File: src/rtl/alu_op_sequencer.sv
// alu_op_sequencer: control and writeback stage around an 8-bit combinational ALU.
// It accepts one instruction over valid/ready, holds working registers A and B,
// strobes the ALU for a programmable settle time, then writes the result back.

module alu_op_sequencer #(
    parameter int unsigned EXEC_CYCLES = 1,
    parameter bit          DIV0_WRITE  = 1'b0
) (
    input  logic       clk,
    input  logic       rst,
    input  logic       instr_valid,
    output logic       instr_ready,
    input  logic [7:0] instr,
    input  logic [7:0] opnd,
    output logic       ISUMn,
    output logic       ISUBn,
    output logic       IMULn,
    output logic       IDIVn,
    output logic       ISHLn,
    output logic       ISHRn,
    output logic       An,
    output logic       Bn,
    output logic [7:0] DinA,
    output logic [7:0] DinB,
    output logic [7:0] Din,
    input  logic [7:0] alu_dout,
    output logic       done,
    output logic [7:0] result,
    output logic       zero,
    output logic       div0
);

    typedef enum logic [1:0] {
        IDLE = 2'd0,
        EXEC = 2'd1,
        DONE = 2'd2
    } state_t;

    localparam logic [2:0] OP_SUM = 3'b000;
    localparam logic [2:0] OP_SUB = 3'b001;
    localparam logic [2:0] OP_MUL = 3'b010;
    localparam logic [2:0] OP_DIV = 3'b011;
    localparam logic [2:0] OP_SHL = 3'b100;
    localparam logic [2:0] OP_SHR = 3'b101;
    localparam logic [2:0] OP_LDA = 3'b110;
    localparam logic [2:0] OP_LDB = 3'b111;

    // Counter value seen on the last EXEC edge, where the writeback happens.
    localparam logic [3:0] LAST_CNT = 4'(EXEC_CYCLES - 1);

    state_t     state;
    logic [2:0] op;
    logic       dst;
    logic [3:0] cnt;
    logic [7:0] a_reg;
    logic [7:0] b_reg;
    // Active-low strobes, ordered {SUM, SUB, MUL, DIV, SHL, SHR}.
    logic [5:0] strobe_n;

    logic       is_load;
    logic       div_zero;
    logic       write_b;
    logic       write_en;
    logic [7:0] write_val;

    // Reserved instruction bits carry no meaning; they are folded into a sink.
    logic unused_reserved;
    assign unused_reserved = ^instr[7:5];

    // Maps an opcode onto the single strobe it drives low; loads drive none.
    function automatic logic [5:0] decode_strobe(input logic [2:0] code);
        logic [5:0] s;
        s = 6'b111111;
        case (code)
            OP_SUM:  s[5] = 1'b0;
            OP_SUB:  s[4] = 1'b0;
            OP_MUL:  s[3] = 1'b0;
            OP_DIV:  s[2] = 1'b0;
            OP_SHL:  s[1] = 1'b0;
            OP_SHR:  s[0] = 1'b0;
            default: s = 6'b111111;
        endcase
        return s;
    endfunction

    assign {ISUMn, ISUBn, IMULn, IDIVn, ISHLn, ISHRn} = strobe_n;
    assign Bn          = ~An;
    assign DinA        = a_reg;
    assign DinB        = b_reg;
    assign instr_ready = (state == IDLE) && !rst;

    // Writeback decisions for the instruction currently in EXEC.
    always_comb begin
        is_load   = (op == OP_LDA) || (op == OP_LDB);
        div_zero  = (op == OP_DIV) && (Din == 8'h00);
        write_b   = is_load ? op[0] : dst;
        write_val = is_load ? Din : alu_dout;
        write_en  = !(div_zero && !DIV0_WRITE);
    end

    // Sequencer FSM: accept in IDLE, strobe the ALU in EXEC, pulse done in DONE.
    always_ff @(posedge clk) begin
        if (rst) begin
            state    <= IDLE;
            op       <= OP_SUM;
            dst      <= 1'b0;
            cnt      <= 4'd0;
            strobe_n <= 6'b111111;
            An       <= 1'b0;
            Din      <= 8'h00;
            a_reg    <= 8'h00;
            b_reg    <= 8'h00;
            result   <= 8'h00;
            zero     <= 1'b0;
            div0     <= 1'b0;
            done     <= 1'b0;
        end else begin
            case (state)
                IDLE: begin
                    done <= 1'b0;
                    if (instr_valid) begin
                        op       <= instr[4:2];
                        An       <= instr[1];
                        dst      <= instr[0];
                        Din      <= opnd;
                        cnt      <= 4'd0;
                        strobe_n <= decode_strobe(instr[4:2]);
                        state    <= EXEC;
                    end
                end
                EXEC: begin
                    if (cnt == LAST_CNT) begin
                        strobe_n <= 6'b111111;
                        result   <= write_val;
                        zero     <= (write_val == 8'h00);
                        div0     <= div_zero;
                        done     <= 1'b1;
                        state    <= DONE;
                        if (write_en) begin
                            if (write_b) begin
                                b_reg <= write_val;
                            end else begin
                                a_reg <= write_val;
                            end
                        end
                    end else begin
                        cnt <= cnt + 4'd1;
                    end
                end
                DONE: begin
                    done  <= 1'b0;
                    state <= IDLE;
                end
                default: begin
                    strobe_n <= 6'b111111;
                    done     <= 1'b0;
                    state    <= IDLE;
                end
            endcase
        end
    end

endmodule

File: config.mk
export PLATFORM = sky130hd
export DESIGN_NAME = alu_op_sequencer
export DESIGN_NICKNAME = d
export VERILOG_FILES = /design/src/rtl/alu_op_sequencer.sv
export SDC_FILE = /design/constraint.sdc
export NUM_CORES = 1
export LEC_CHECK = 0
export ABC_AREA = 1
export CAP_MARGIN = 10
export CORE_UTILIZATION = 50
export CTS_CLUSTER_DIAMETER = 60
export DETAILED_ROUTE_END_ITERATION = 7
export PLACE_DENSITY = 0.84
export SLEW_MARGIN = 5
export SYNTH_ARGS = -nofsm -noshare
export SYNTH_HDL_FRONTEND = slang
export SYNTH_SLANG_ARGS = --single-unit
File: constraint.sdc
create_clock -name clk -period 3 [get_ports clk]
set_input_delay 0.9 -clock clk [delete_from_list [all_inputs] [get_ports clk]]
set_output_delay 0.9 -clock clk [all_outputs]
set_load 0.05 [all_outputs]
==> impl_results.rst, run 1 <==
.. list-table::
   :header-rows: 1

   * - Metric
     - Value
   * - Leakage power
     - between 1 and 1.5 nW
   * - Number of synthesized register bits
     - 52
   * - Kind of cell adding the most delay to the critical path
     - buffers and inverters
   * - Area of the multi-input gates
     - ~0.0011 mm^2
   * - Sequential cell area
     - 0.00104 mm^2
   * - Worst-path maximum fanout
     - 2
   * - Compound-gate portion of the synthesized area
     - 12.1%
   * - HP Start
     - strobe_n[1]$_SDFFE_PP1P_
   * - Largest incremental delay on the critical path
     - around 0.43 ns
   * - Iteration-0 DRC count of the detailed router
     - about 130
   * - Overflow left after global routing
     - 0
   * - Adder-Cell Fraction of Synth Area
     - 1.02%
   * - Max-cap violation count
     - 0
   * - Wire length of the first global-routing pass
     - between 8000 and 9000 um
   * - Worst hold stages
     - 2
   * - DR WL met3
     - 293 um
   * - TritonCTS clock tree
     - yes
   * - Clock-pin transition on the worst setup and hold timing paths
     - roughly 0.09 ns
   * - Setup repair after global routing missed its margin
     - false
   * - # rows
     - 25
   * - Crit path buf inv count
     - 2
   * - Mux share of post-synthesis cell area
     - 0%
   * - Worst slack, placed
     - just under 0.3 ns
   * - Residual DRC count
     - 0
   * - Classification of the worst setup path
     - input port to output pin
   * - Fraction of the mapped netlist area in simple logic gates
     - about 30%
   * - Inserted Clock Buffers
     - 5
   * - Number of buffers inserted for hold repair after clock tree synthesis
     - 0
   * - Worst clock skew
     - between 0.007 and 0.008 ns
   * - Layout overhead on the synthesized area
     - 31.4%
   * - Horizontal extent of the die
     - slightly above 70 um
   * - CTS root buffer
     - clkbuf_8
   * - Diode insertion count for antenna repair
     - 0
   * - Ratio of final minimum period to clock period
     - 86.5%
   * - Number of clock sinks
     - 52
   * - Total vias in the final route
     - around 2200
   * - Largest family of logic cells by synthesized area
     - simple AND/OR/NAND/NOR gates
   * - Highest metal layer with signal wires
     - met4
   * - RePlAce Congestion
     - slightly above 0.8
   * - Power, Total
     - about 1.7 mW
   * - Cell type contributing the most total cell area after synthesis
     - dfxtp_1
   * - Cell Area, Synth
     - about 0.0024 mm^2
   * - Count of yosys warnings during synthesis
     - 0
   * - Antenna violations before repair
     - 0
   * - R2R Setup Slk
     - 1.41 ns
   * - Number of setup buffers added after CTS
     - 0
   * - Seq/Total Area, Yosys
     - between 40% and 50%
   * - Clock latency reported for the late side of the worst-skew pair
     - about 0.30 ns
   * - Required time at the worst-slack endpoint
     - about 2.1 ns
   * - Type of the worst min-delay path
     - flip-flop to flip-flop
   * - Minimum setup slack in the final design
     - ~0.4 ns
   * - Final wirelength
     - between 5000 and 6000 um
   * - Syn Nets
     - between 300 and 400
   * - Worst hold endpoint
     - strobe_n[1]$_SDFFE_PP1P_
   * - Post-synthesis average cell area
     - slightly above 7 um^2
   * - Die Height
     - between 70 and 80 um
   * - Relative slew margins
     - about 40%
   * - Starting density of the core
     - between 50% and 60%
   * - Synthesized instance count
     - about 340
   * - Highest Clock Rate
     - 0.385 GHz
   * - Metal1 wirelength
     - 2290 um
   * - Total Nets Final
     - 431
   * - Final cell area excluding filler cells
     - 0.00321 mm^2
   * - Shortest clock period the worst path allows after layout
     - between 2 and 3 ns
   * - Post-DRT Antenna Nets
     - 0
   * - Number of iterations in the first detailed-routing pass
     - 4
   * - Number of hold-slack violations in the final timing report
     - 0
   * - GRT Util Overall
     - a little over a fifth
   * - Area post-placement
     - around 0.0031 mm^2
   * - Number of slew-limit violations in the final report
     - 0
   * - R2R depth
     - 9
   * - Total Die Area
     - approximately 0.0052 mm^2
   * - IO Port Bufs
     - between 60 and 70
   * - Total power density per cell area
     - 521 mW/mm^2
   * - Crit-path cells
     - clkdlybuf4s50_1, nor2_1, buf_12
   * - Share of final-layout standard cells stronger than drive strength 1
     - 8.44%
   * - Transition time at the pin with the least slew margin
     - 0.898 ns
   * - Num ports
     - between 70 and 80
   * - Number of fill cells
     - a little over 400
   * - Critical Path Start Type
     - input port
   * - Via density per instance
     - about 4.8
   * - Worst reg2reg endpoint
     - DinA[0]$_SDFFE_PP0P_
   * - Final setup violation count
     - 0
   * - Worst endpoint data arrival time
     - 1.70 ns
   * - Unique cell type count in the Yosys netlist
     - 31
   * - Fin Hold WS
     - 0.467 ns
   * - Synth area leaders
     - dfxtp_1 (43%), nand2_1 (11%), inv_1 (8.6%)
   * - Routed wl met2
     - approximately 2500 um
   * - Post-synthesis share of cell area spent on xor and xnor gates
     - less than 1%
   * - Via count of the first global-routing pass
     - approximately 2000
   * - Outcome
     - completed
   * - Post-CTS resize count
     - 0
   * - Slowest stage cell, crit path
     - clkdlybuf4s50_1
   * - H-tree lvl count
     - 2
   * - Core ar.
     - between 0.004 and 0.005 mm^2
   * - HPWL after detailed placement
     - 3750 um
   * - Largest net degree at the start of global routing
     - 39
   * - Capturing element type of the critical path
     - output pin
   * - Routed wire per std cell
     - roughly 11 um
   * - VDD IR-drop max
     - between 0.3 and 0.4 mV
   * - Setup TNS
     - 0 ns
   * - Area share of the leading cell type in the synthesized netlist
     - a little over two fifths
   * - Worst r2r src
     - cnt[0]$_SDFFE_PP0P_
   * - Clock Tree Buf Depth
     - 2
-- cell families after synthesis --
group	count (synthesis)
AO/OA/AOI/OAI	50
flip-flops	52
AND/OR/NAND/NOR	159
adder cells (fa/ha/maj)	2
XOR/XNOR	1
buffers and inverters	74
-- state kept, by name (all words and copies together) (netlist names) --
name,count
dst,1
cnt,4
state,2
DinB,8
op,3
result,8
DinA,8
div0,1
strobe_n,6
zero,1
done,1
An,1
Din,8
-- Yosys cell counts (all sizes together) --
| master | count |
|---|---|
| nand2 | 75 |
| inv | 59 |
| dfxtp | 52 |
| nor2 | 51 |
| o21ai | 25 |
| a21oi | 16 |
| nand4 | 16 |
| nand3 | 15 |
| buf | 8 |
| a211oi | 7 |
| clkbuf | 4 |
| clkinv | 3 |
| ha | 2 |
| a31o | 1 |
| and2 | 1 |
| nor3 | 1 |
| o21a | 1 |
| xor2 | 1 |
-- layout make-up --
cell class | count | share of cell area [%]
Multi-Input combinational cell | 212 | 33.2
Sequential cell | 52 | 32.4
Timing Repair Buffer | 69 | 21.7
Inverter | 62 | 7.32
Clock buffer | 8 | 2.80
Tap cell | 67 | 2.61
-- power by group --
part / switching (mW) / internal (mW) / total (mW) / leakage (nW)
clock: 0.215 / 0.189 / 0.403 / 0.0455
sequential: 0.0344 / 0.742 / 0.776 / 0.427
combinational: 0.326 / 0.170 / 0.496 / 0.908
-- layer usage --
metal  GRT usage [%]  up-vias
li1                -     1185
met1            26.2      966
met2            35.4       80
met3            5.42       12
met4            8.93        0
met5               0        -
-- worst reg2reg max path, stage by stage, from the launching register on --
cell and delay, ns:
dfxtp_1 0.35, inv_1 0.09, ha_1 0.15, nand2_1 0.08
nor2_2 0.10, buf_4 0.34, nand3_4 0.18, nand2_1 0.10
clkinv_1 0.07, nor2_2 0.09
-- how the worst max path moves through the flow --
stage	to	depth (start not counted)	from
CTS	instr_ready	3	rst
global route	Din[5]$_SDFFE_PP0P_	5	rst
detailed placement	Din[5]$_SDFFE_PP0P_	5	rst
floorplan	instr_ready	3	rst
global placement	An$_SDFFE_PP0P_	5	rst
finish	instr_ready	3	rst
-- through the flow --
stage / instances / util (%)
6_report: 470 / 68.0
5_1_grt: 470 / 68.0
4_1_cts: 470 / 68.0
3_5_place_dp: 462 / 66.1
3_3_place_gp: 462 / 66.1
2_1_floorplan: 338 / -
-- layout by cell type (no fill, tap or decap), types with 6 or more instances in the layout --
master	n
a211oi_1	7
a21oi_1	15
clkbuf_8	6
clkdlybuf4s50_1	66
dfxtp_1	52
inv_1	56
nand2_1	72
nand3_1	12
nand4_1	16
nor2_1	41
nor2_2	9
o21ai_0	19
Power figures use the tool's default switching activity.
==> inputs of run 2 (changes only) <==
--- a/config.mk
+++ b/config.mk
@@ -15,3 +15,4 @@
 export SYNTH_ARGS = -nofsm -noshare
 export SYNTH_HDL_FRONTEND = slang
 export SYNTH_SLANG_ARGS = --single-unit
+export TNS_END_PERCENT = 10
==> results of run 2 <==
No change in the layout: final DEF, timing and power equal those of run 1.
==> inputs of run 3 (changes only) <==
--- a/config.mk
+++ b/config.mk
@@ -10,7 +10,7 @@
 export CORE_UTILIZATION = 50
 export CTS_CLUSTER_DIAMETER = 60
 export DETAILED_ROUTE_END_ITERATION = 7
-export PLACE_DENSITY = 0.84
+export PLACE_DENSITY = 0.82
 export SLEW_MARGIN = 5
 export SYNTH_ARGS = -nofsm -noshare
 export SYNTH_HDL_FRONTEND = slang
==> impl_results.rst, run 3 (same netlist as run 1, synthesis figures left out) <==
.. list-table::
   :header-rows: 1

   * - Metric
     - Value
   * - Required time at the worst-slack endpoint
     - roughly 2.1 ns
   * - Horizontal extent of the die
     - 71.9 um
   * - Total power density per cell area
     - between 500 and 600 mW/mm^2
   * - Largest net degree at the start of global routing
     - 39
   * - Fin Hold WS
     - 0.465 ns
   * - Classification of the worst setup path
     - input port to output pin
   * - Commonest cells after routing, fill and taps aside
     - nand2_1 (72), clkdlybuf4s50_1 (66), inv_1 (56)
   * - Iteration-0 DRC count of the detailed router
     - around 120
   * - Number of iterations in the first detailed-routing pass
     - 4
   * - Combinational power share
     - between 20% and 30%
   * - Area post-placement
     - between 0.003 and 0.004 mm^2
   * - HP Start
     - strobe_n[5]$_SDFFE_PP1P_
   * - Residual DRC count
     - 0
   * - Number of buffers inserted for hold repair after clock tree synthesis
     - 0
   * - Number of fill cells
     - 430
   * - Overflow left after global routing
     - 0
   * - Via count of the first global-routing pass
     - 2012
   * - VDD IR-drop max
     - around 0.30 mV
   * - Setup TNS
     - 0 ns
   * - Antenna violations before repair
     - 0
   * - Wire length of the first global-routing pass
     - ~9000 um
   * - Number of setup buffers added after CTS
     - 0
   * - IO Port Bufs
     - 67
   * - Number of clock sinks
     - between 50 and 60
   * - Reported net switching power
     - between 0.5 and 0.6 mW
   * - Internal power of the cells
     - ~1.1 mW
   * - Via density per instance
     - around 4.8
   * - Switching part of the total power
     - about a third
   * - Number of hold-slack violations in the final timing report
     - 0
   * - R2R depth
     - 6
   * - Diode insertion count for antenna repair
     - 0
   * - Num ports
     - 71
   * - R2R Setup Slk
     - 1.39 ns
   * - Final standard cell utilization of the core
     - between 60% and 70%
   * - Register share of total power
     - 46.1%
   * - Final setup violation count
     - 0
   * - Worst r2r src
     - op[2]$_SDFFE_PP0P_
   * - Max-cap violation count
     - 0
   * - Share of final-layout standard cells stronger than drive strength 1
     - about 8.4%
   * - Total Nets Final
     - around 430
   * - Worst hold stages
     - 2
   * - Worst-path maximum fanout
     - 2
   * - Final cell area excluding filler cells
     - 0.00321 mm^2
   * - H-tree lvl count
     - 2
   * - Total vias in the final route
     - 2255
   * - Transition time at the pin with the least slew margin
     - between 0.9 and 1 ns
   * - Capturing element type of the critical path
     - output pin
   * - Layout overhead on the synthesized area
     - 31.4%
   * - Shortest clock period the worst path allows after layout
     - 2.59 ns
   * - Routed wire per std cell
     - between 10 and 15 um
   * - Most common library cell in the layout ignoring fill and taps
     - nand2_1
   * - Clock Tree Buf Depth
     - 2
   * - Outcome
     - completed
   * - # rows
     - 25
   * - Relative slew margins
     - 38.4%
   * - Post-CTS resize count
     - 0
   * - Area of the multi-input gates
     - 0.00107 mm^2
   * - Die Height
     - around 70 um
   * - Setup repair after global routing missed its margin
     - false
   * - Worst reg2reg endpoint
     - zero$_SDFFE_PP0P_
   * - HPWL after detailed placement
     - about 3800 um
   * - Highest Clock Rate
     - slightly below 0.4 GHz
   * - Critical Path Start Type
     - input port
   * - Clock-pin transition on the worst setup and hold timing paths
     - 0.09 ns
   * - Type of the worst min-delay path
     - flip-flop to flip-flop
   * - Starting density of the core
     - slightly above 50%
   * - Worst clock skew
     - roughly 0.0045 ns
   * - Power, Total
     - between 1.5 and 2 mW
   * - Number of slew-limit violations in the final report
     - 0
   * - Worst endpoint data arrival time
     - 1.69 ns
   * - GRT Util Overall
     - 22.0%
   * - Sequential cell area
     - approximately 0.0010 mm^2
   * - Ratio of final minimum period to clock period
     - between 80 and 90%
   * - TritonCTS clock tree
     - yes
   * - Post-DRT Antenna Nets
     - 0
   * - RePlAce Congestion
     - 0.848
   * - Inserted Clock Buffers
     - 5
   * - Core ar.
     - ~0.0047 mm^2
   * - CTS root buffer
     - clkbuf_8
   * - Proportion of power drawn by the clock network
     - 24.3%
   * - Clock latency reported for the late side of the worst-skew pair
     - between 0.3 and 0.4 ns
   * - Leakage power
     - between 1 and 1.5 nW
   * - Final wirelength
     - around 5400 um
   * - Total Die Area
     - about 0.0052 mm^2
   * - Worst hold endpoint
     - strobe_n[5]$_SDFFE_PP1P_
-- run 3: area by class of cell --
cell class,instances,area share (%)
Clock buffer,8,2.80
Multi-Input combinational cell,212,33.2
Timing Repair Buffer,69,21.7
Sequential cell,52,32.4
Inverter,62,7.32
Tap cell,67,2.61
-- run 3: worst max path at each step --
stage / startpoint / to / slack (ns)
floorplan: rst / instr_ready / 0.12
global placement: rst / instr_ready / 0.40
detailed placement: rst / Din[5]$_SDFFE_PP0P_ / 0.31
CTS: rst / instr_ready / 0.39
global route: rst / instr_ready / 0.37
finish: rst / instr_ready / 0.41
-- run 3: critical path, cell delays in order --
cell and delay [ns]:
clkdlybuf4s50_1 0.42, nor2_1 0.20, buf_12 0.17
-- run 3: routing by layer --
layer  part of all wire [%]  GRT usage, %
met4                    1.1          7.63
met2                     51          39.1
met3                    4.0          5.28
met1                     44          25.8
met5                      0             0
-- run 3: per-stage QoR --
| stage | worst slack (ns) | cells |
|---|---|---|
| 6_report | 0.407 | 470 |
| 5_1_grt | 0.366 | 470 |
| 4_1_cts | 0.391 | 470 |
| 3_5_place_dp | 0.306 | 462 |
| 3_3_place_gp | 0.395 | 462 |
| 2_1_floorplan | 0.123 | 338 |
-- run 3: power groups by stage --
stage,sequential (mW),clock [mW],combinational [mW]
finish,0.776,0.410,0.497
global route,0.783,0.452,0.535
CTS,0.777,0.417,0.498
detailed placement,0.793,0,0.495
global placement,0.791,0,0.488
floorplan,0.939,0,0.197
